===== src/rtl/am_ask_envelope.sv =====
// am_ask_envelope
// AM/ASK envelope demodulator. Accepted samples are rectified (|x| or x*x
// scaled back to IN_W bits), averaged over a 2^AVG_LOG2 boxcar, decimated
// by DEC and sliced into an ASK bit with hysteresis.
//
// Ports:
//   clk, rst        sample clock (rising edge), async active-high reset
//   d_in, in_valid  signed input sample and its qualifier
//   mode            0 = absolute value, 1 = scaled square
//   clear           synchronous flush request
//   thr_hi, thr_lo  slicer set / clear thresholds (unsigned, thr_lo < thr_hi)
//   env_out         envelope (unsigned), held between emits
//   env_valid       one-cycle strobe qualifying env_out
//   bit_out         sliced ASK bit
//   filled          high while the averager window is full (RUN)
//
// Pipeline: edge 1 rectifies, edge 2 updates the running sum / FSM,
// edge 3 registers the outputs, so results appear three cycles after the
// sample was presented.
module am_ask_envelope #(
  parameter int IN_W     = 8,
  parameter int AVG_LOG2 = 4,
  parameter int DEC      = 1
) (
  input  logic                   clk,
  input  logic                   rst,
  input  logic signed [IN_W-1:0] d_in,
  input  logic                   in_valid,
  input  logic                   mode,
  input  logic                   clear,
  input  logic        [IN_W-1:0] thr_hi,
  input  logic        [IN_W-1:0] thr_lo,
  output logic        [IN_W-1:0] env_out,
  output logic                   env_valid,
  output logic                   bit_out,
  output logic                   filled
);

  localparam int N  = 1 << AVG_LOG2;
  localparam int SW = IN_W + AVG_LOG2;
  localparam logic [7:0]          DEC_M1   = 8'(DEC - 1);
  localparam logic [AVG_LOG2-1:0] FILL_END = AVG_LOG2'(N - 1);

  typedef enum logic {FILL = 1'b0, RUN = 1'b1} state_t;

  // Both modes map the full signed range onto 0..2^(IN_W-1).
  function automatic logic [IN_W-1:0] rectify(input logic signed [IN_W-1:0] x,
                                              input logic sq);
    logic [IN_W-1:0]   ux;
    logic [IN_W-1:0]   mag;
    logic [2*IN_W-2:0] p;
    ux  = x;
    mag = ux[IN_W-1] ? (IN_W'(0) - ux) : ux;
    p   = (2*IN_W-1)'(mag) * (2*IN_W-1)'(mag);
    if (sq) return IN_W'(p >> (IN_W - 1));
    else    return mag;
  endfunction

  logic                mode_q;
  logic                flush;
  logic                v1;
  logic [IN_W-1:0]     r1;
  logic [IN_W-1:0]     buf_mem [N];
  logic [AVG_LOG2-1:0] wp;
  logic [AVG_LOG2-1:0] fill_cnt;
  logic [7:0]          dec_cnt;
  logic [SW-1:0]       sum;
  logic [SW-1:0]       sum_next;
  logic [IN_W-1:0]     oldest;
  logic [IN_W-1:0]     avg;
  logic                emit;
  state_t              state;

  // A mode change invalidates everything already averaged.
  assign flush  = clear | (mode != mode_q);
  assign oldest = buf_mem[wp];
  assign avg    = IN_W'(sum >> AVG_LOG2);

  // In RUN the oldest entry leaves the window as the new one enters.
  always_comb begin
    sum_next = sum + SW'(r1);
    if (state == RUN) sum_next = sum_next - SW'(oldest);
    else              sum_next = sum_next;
  end

  // Stage 1: rectify accepted samples; a flush drops the one in flight.
  always_ff @(posedge clk or posedge rst) begin
    if (rst) begin
      mode_q <= 1'b0;
      v1     <= 1'b0;
      r1     <= '0;
    end else begin
      mode_q <= mode;
      v1     <= in_valid & ~flush;
      if (in_valid && !flush) r1 <= rectify(d_in, mode_q);
    end
  end

  // Window storage; never cleared, FILL overwrites it before it is read.
  always_ff @(posedge clk) begin
    if (v1 && !flush) buf_mem[wp] <= r1;
  end

  // Stage 2: running sum, fill/run FSM and decimation counter.
  always_ff @(posedge clk or posedge rst) begin
    if (rst) begin
      state    <= FILL;
      sum      <= '0;
      wp       <= '0;
      fill_cnt <= '0;
      dec_cnt  <= 8'd0;
      emit     <= 1'b0;
    end else if (flush) begin
      state    <= FILL;
      sum      <= '0;
      wp       <= '0;
      fill_cnt <= '0;
      dec_cnt  <= 8'd0;
      emit     <= 1'b0;
    end else begin
      emit <= 1'b0;
      if (v1) begin
        sum <= sum_next;
        wp  <= wp + AVG_LOG2'(1);
        case (state)
          FILL: begin
            fill_cnt <= fill_cnt + AVG_LOG2'(1);
            if (fill_cnt == FILL_END) begin
              state   <= RUN;
              emit    <= 1'b1;
              dec_cnt <= DEC_M1;
            end
          end
          RUN: begin
            if (dec_cnt == 8'd0) begin
              emit    <= 1'b1;
              dec_cnt <= DEC_M1;
            end else begin
              dec_cnt <= dec_cnt - 8'd1;
            end
          end
          default: state <= FILL;
        endcase
      end
    end
  end

  // Stage 3: registered outputs and hysteresis slicer.
  always_ff @(posedge clk or posedge rst) begin
    if (rst) begin
      env_out   <= '0;
      env_valid <= 1'b0;
      bit_out   <= 1'b0;
      filled    <= 1'b0;
    end else begin
      env_valid <= emit;
      filled    <= (state == RUN);
      if (emit) begin
        env_out <= avg;
        if (avg >= thr_hi)      bit_out <= 1'b1;
        else if (avg <= thr_lo) bit_out <= 1'b0;
      end
    end
  end

endmodule


===== config.mk =====
export PLATFORM = sky130hd
export DESIGN_NAME = am_ask_envelope
export DESIGN_NICKNAME = d
export VERILOG_FILES = /design/src/rtl/am_ask_envelope.sv
export SDC_FILE = /design/constraint.sdc
export NUM_CORES = 1
export LEC_CHECK = 0
export ABC_AREA = 0
export BUFFER_PORTS_ARGS = -buffer_cell sky130_fd_sc_hd__buf_2
export CAP_MARGIN = 20
export CELL_PAD_IN_SITES_DETAIL_PLACEMENT = 2
export CELL_PAD_IN_SITES_GLOBAL_PLACEMENT = 2
export CORE_MARGIN = 5
export CORE_UTILIZATION = 44
export CTS_CLUSTER_DIAMETER = 80
export CTS_CLUSTER_SIZE = 10
export DETAILED_ROUTE_END_ITERATION = 8
export MAX_ROUTING_LAYER = met4
export PLACE_DENSITY_LB_ADDON = 0.15
export SLEW_MARGIN = 0
export SYNTH_ARGS = -nofsm -noshare
export SYNTH_HDL_FRONTEND = slang
export SYNTH_SLANG_ARGS = --single-unit

===== constraint.sdc =====
create_clock -name clk -period 4.9 [get_ports clk]
set_input_delay 0.98 -clock clk [delete_from_list [all_inputs] [get_ports clk]]
set_output_delay 0.98 -clock clk [all_outputs]
set_load 0.01 [all_outputs]

==> summary.md <==
| Metric | Value |
|---|---|
| GR Overflow Total | `0` |
| Slew at the pin closest to its max-slew limit | `~1000 ps` |
| Post-synthesis instance area | `a little under 10,000 um^2` |
| CTS tree | `built` |
| Last weighted congestion value of the routability-driven placer | `0.821` |
| Row count | `55` |
| Worst Setup SP | `d_in[0]` |
| I/O pin count | `40` |
| Fraction of met1 tracks used by global routing | `31.6%` |
| Most frequent cells in the layout | `sky130_fd_sc_hd__edfxtp_1, sky130_fd_sc_hd__buf_4, sky130_fd_sc_hd__inv_1` |
| Syn avg cell area | `around 13 um^2` |
| Power density relative to cell area | `466 nW/um^2` |
| Class of the worst hold path | `flop to flop` |
| Worst-skew pair later-pin latency | `440 ps` |
| Die outline area | `between 20,000 and 30,000 um^2` |
| Average wire per standard cell | `27.8 um` |
| Clock sinks | `179` |
| Max Transition Viols Final | `0` |
| Count of port buffers added during placement | `39` |
| 1st-pass router iterations | `5` |
| Data arrival, critical path | `5960 ps` |
| Global-route track usage on met3 | `just under 5%` |
| Largest net degree at the start of global routing | `32` |
| Finished layout cell area | `12,100 um^2` |
| CP required | `5260 ps` |
| Cells after DPL | `1,152` |
| Area delta synth->final | `21.3%` |
| Share of post-route cells with drive strength above 1 | `a little under a third` |
| Time the final worst path needs with I/O delays and setup | `5600 ps` |
| Critical path's slowest cell | `sky130_fd_sc_hd__fa_1` |
| Endpoint of the worst-slack reg-to-reg timing path | `sum[9]` |
| Worst slew slack as a fraction of its limit | `roughly a third` |
| Wire length reported by the detailed router | `33,200 um` |
| Sequential element share of the synthesized area | `51.5%` |
| GRT Overall Usage | `between 20 and 30%` |
| Top_reg_cell synth | `sky130_fd_sc_hd__edfxtp_1` |
| Worst Setup EP | `r1[6]` |
| Number of buffers inserted during clock tree synthesis | `17` |
| Nets | `about 1,000` |
| Fill cell count | `2,102` |
| CTS max path bufs | `2` |
| Share of the cycle needed by the critical path after routing | `114%` |
| Minimum setup slack among reg-to-reg paths | `370 ps` |
| DRC Markers | `0` |
| Global routing met2 resource utilization | `a little under half` |
| Number of DRC markers in iteration 0 | `542` |
| Launching point of the worst reg2reg path | `r1[1]` |
| Count of different cell masters after synthesis | `58` |
| Min setup slack post-route | `-698 ps` |
| Slowest cell delay on critical path | `560 ps` |
| Area of the placeable core | `between 20,000 and 25,000 um^2` |
| CP Cell Sequence | `buf_12, inv_16, ha_4, or3b_4, o31ai_4, xnor2_2, nand2b_1, fa_1, inv_1, fa_1, inv_2, fa_1, fa_1, inv_2, ha_4, a2111oi_4, nor3_4, o31ai_4, mux2_4, a31oi_4` |
| Endpoints failing hold | `0` |
| Clock transition at path regs | `roughly 80 ps` |
| Worst supply voltage drop on vdd | `0.190 mV` |
| Area after detailed placement | `11,100 um^2` |
| Setup CP Type | `primary input to flop` |
| Horizontal die dimension | `160 um` |
| H-tree level count | `4` |
| Critical Path Fanout Max | `3` |
| Length in cells of the worst reg-to-reg path | `13` |
| Routed via count | `6,969` |
| Final count of negative-setup-slack endpoints | `8` |
| Dpl hpwl | `21,900 um` |
| Most frequent standard cell in the layout excluding fill and tap cells | `sky130_fd_sc_hd__edfxtp_1` |
| Die extent in y | `160 um` |
| Startpoint type of the worst setup path | `primary input` |
| Initial standard-cell utilization of the core | `approximately 44%` |
| Number of nets with antenna violations after routing | `0` |
| Max-capacitance violation count | `0` |
| Accumulated negative setup slack | `-3600 ps` |
| Crit-path most repeated cell | `sky130_fd_sc_hd__fa_1` |
| Share of flip-flops with an asynchronous set or reset after synthesis | `between 20% and 30%` |
| Static leakage | `0.00494 uW` |
| Unrepaired setup endpoints after global routing | `yes` |
| Initial antenna violation count | `0` |
| Endpoint kind of the worst setup timing path | `flop` |
| Number of standard cells after synthesis | `between 700 and 800` |
| Violated checks | `setup timing` |
| FF+latch count, synth | `179` |
| Clock root cell | `sky130_fd_sc_hd__clkbuf_16` |
| Layer with the highest usage after global routing | `met2` |
| Detailed-route vias per instance | `approximately 6` |
| Total inserted antenna cells | `0` |
| Number of global-route vias before repair | `8,169` |
| Yosys warning total | `0` |
| Worst setup skew after layout | `10.9 ps` |
| Final non-filler cell total | `around 1,200` |
| EDFF count, synth | `128` |
| Outcome | `complete, but fails checks` |
| Maximum clock frequency | `0.179 GHz` |
| Global-route wire length before repair | `just over 50,000 um` |
-- what timing repair did --
item | 4_1_cts | 5_1_grt
gates resized for setup | 45 | 12
hold buffers | 0 | 0
pin swaps | 39 | 14
gates cloned | 0 | 0
endpoints found under the setup margin | 8 | 8
setup buffers | 11 | 3
-- cell usage after synthesis (4+ instances only) --
master | number | area share, %
sky130_fd_sc_hd__inv_1 | 84 | 3.2
sky130_fd_sc_hd__a21oi_1 | 32 | 1.6
sky130_fd_sc_hd__clkbuf_1 | 18 | 0.68
sky130_fd_sc_hd__nand3_1 | 17 | 0.86
sky130_fd_sc_hd__o21a_1 | 5 | 0.38
sky130_fd_sc_hd__ha_1 | 65 | 8.2
sky130_fd_sc_hd__mux4_2 | 40 | 9.1
sky130_fd_sc_hd__nand4_1 | 7 | 0.44
sky130_fd_sc_hd__xor2_1 | 16 | 1.4
sky130_fd_sc_hd__mux2i_1 | 5 | 0.50
sky130_fd_sc_hd__nand3b_1 | 4 | 0.30
sky130_fd_sc_hd__nand2_1 | 31 | 1.2
sky130_fd_sc_hd__mux2_2 | 11 | 1.2
sky130_fd_sc_hd__nand2b_1 | 11 | 0.69
sky130_fd_sc_hd__nor2_1 | 70 | 2.6
sky130_fd_sc_hd__xnor2_1 | 24 | 2.1
sky130_fd_sc_hd__a21o_1 | 11 | 0.83
sky130_fd_sc_hd__fa_1 | 26 | 5.2
sky130_fd_sc_hd__o21ai_0 | 32 | 1.6
sky130_fd_sc_hd__a211oi_1 | 5 | 0.38
sky130_fd_sc_hd__dfrtp_1 | 51 | 13
sky130_fd_sc_hd__edfxtp_1 | 128 | 39
sky130_fd_sc_hd__or3_1 | 7 | 0.44
sky130_fd_sc_hd__buf_2 | 4 | 0.20
sky130_fd_sc_hd__nor3_1 | 14 | 0.70
sky130_fd_sc_hd__nor2b_1 | 8 | 0.50
-- where the power goes --
group / total, uW / internal [uW] / switching [uW]
sequential: 1940 / 1800 / 143
combinational: 2280 / 994 / 1280
clock: 1410 / 695 / 715
-- critical path: cells and delay by family --
family          cells  cell delay (ps)
fa+ha+maj           6             2380
compound gates      4             1070
simple gates        3              680
mux                 1              350
buf+inv             5              320
xor+xnor            1              160
-- metrics by stage --
step	power (uW)	utilization [%]	worst slack, ps	hold WS, ps
6_report	5630	53.8	-698	510
5_1_grt	5890	53.8	-892	538
4_1_cts	5440	53.6	-538	516
3_5_place_dp	3660	49.5	-1220	499
3_3_place_gp	3470	49.4	-960	487
2_1_floorplan	2970	-	-658	355
-- logic make-up after synthesis --
| kind of cell | after synthesis | synth area share, % |
|---|---|---|
| AND/OR/NAND/NOR | 185 | 8.97 |
| flip-flops | 179 | 51.5 |
| AO/OA/AOI/OAI | 115 | 7.52 |
| buffers and inverters | 110 | 4.24 |
| adder cells (fa/ha/maj) | 91 | 13.4 |
| multiplexers | 56 | 10.8 |
| XOR/XNOR | 40 | 3.52 |
| other | 2 | 0.0755 |
-- worst min-delay path by stage --
| stage | end | cells after the start | slack, ps | from |
|---|---|---|---|---|
| floorplan | filled | 0 | 350 | state |
| global placement | env_out[2] | 1 | 490 | env_out[2] |
| detailed placement | env_out[5] | 1 | 500 | env_out[5] |
| CTS | env_out[5] | 1 | 520 | env_out[5] |
| global route | env_out[2] | 1 | 540 | env_out[2] |
| finish | env_out[6] | 1 | 510 | env_out[6] |
-- metal layers --
metal | wire, um | up-vias
met2 | 17600 | 206
met1 | 13200 | 3661
met4 | 939 | 0
met5 | 0 | -
li1 | - | 3041
met3 | 1420 | 61
-- sequential cells by signal, summed over array words and instances, names as in the netlist --
name	flops
fill_cnt	4
emit	1
bit_out	1
r1	8
buf_mem	128
wp	4
v1	1
sum	12
env_valid	1
env_out	8
mode_q	1
filled	1
dec_cnt	8
state	1
-- layout make-up --
cell class	count	area (um^2)	area share, %
clock buffer	17	425	3.53
clock inverter	15	175	1.45
inverter	84	339	2.81
multi-input combinational	494	4780	39.6
sequential	179	5120	42.4
tap	285	357	2.96
timing repair buffer	121	870	7.21
Note: power is estimated with default switching activity, not from simulation.
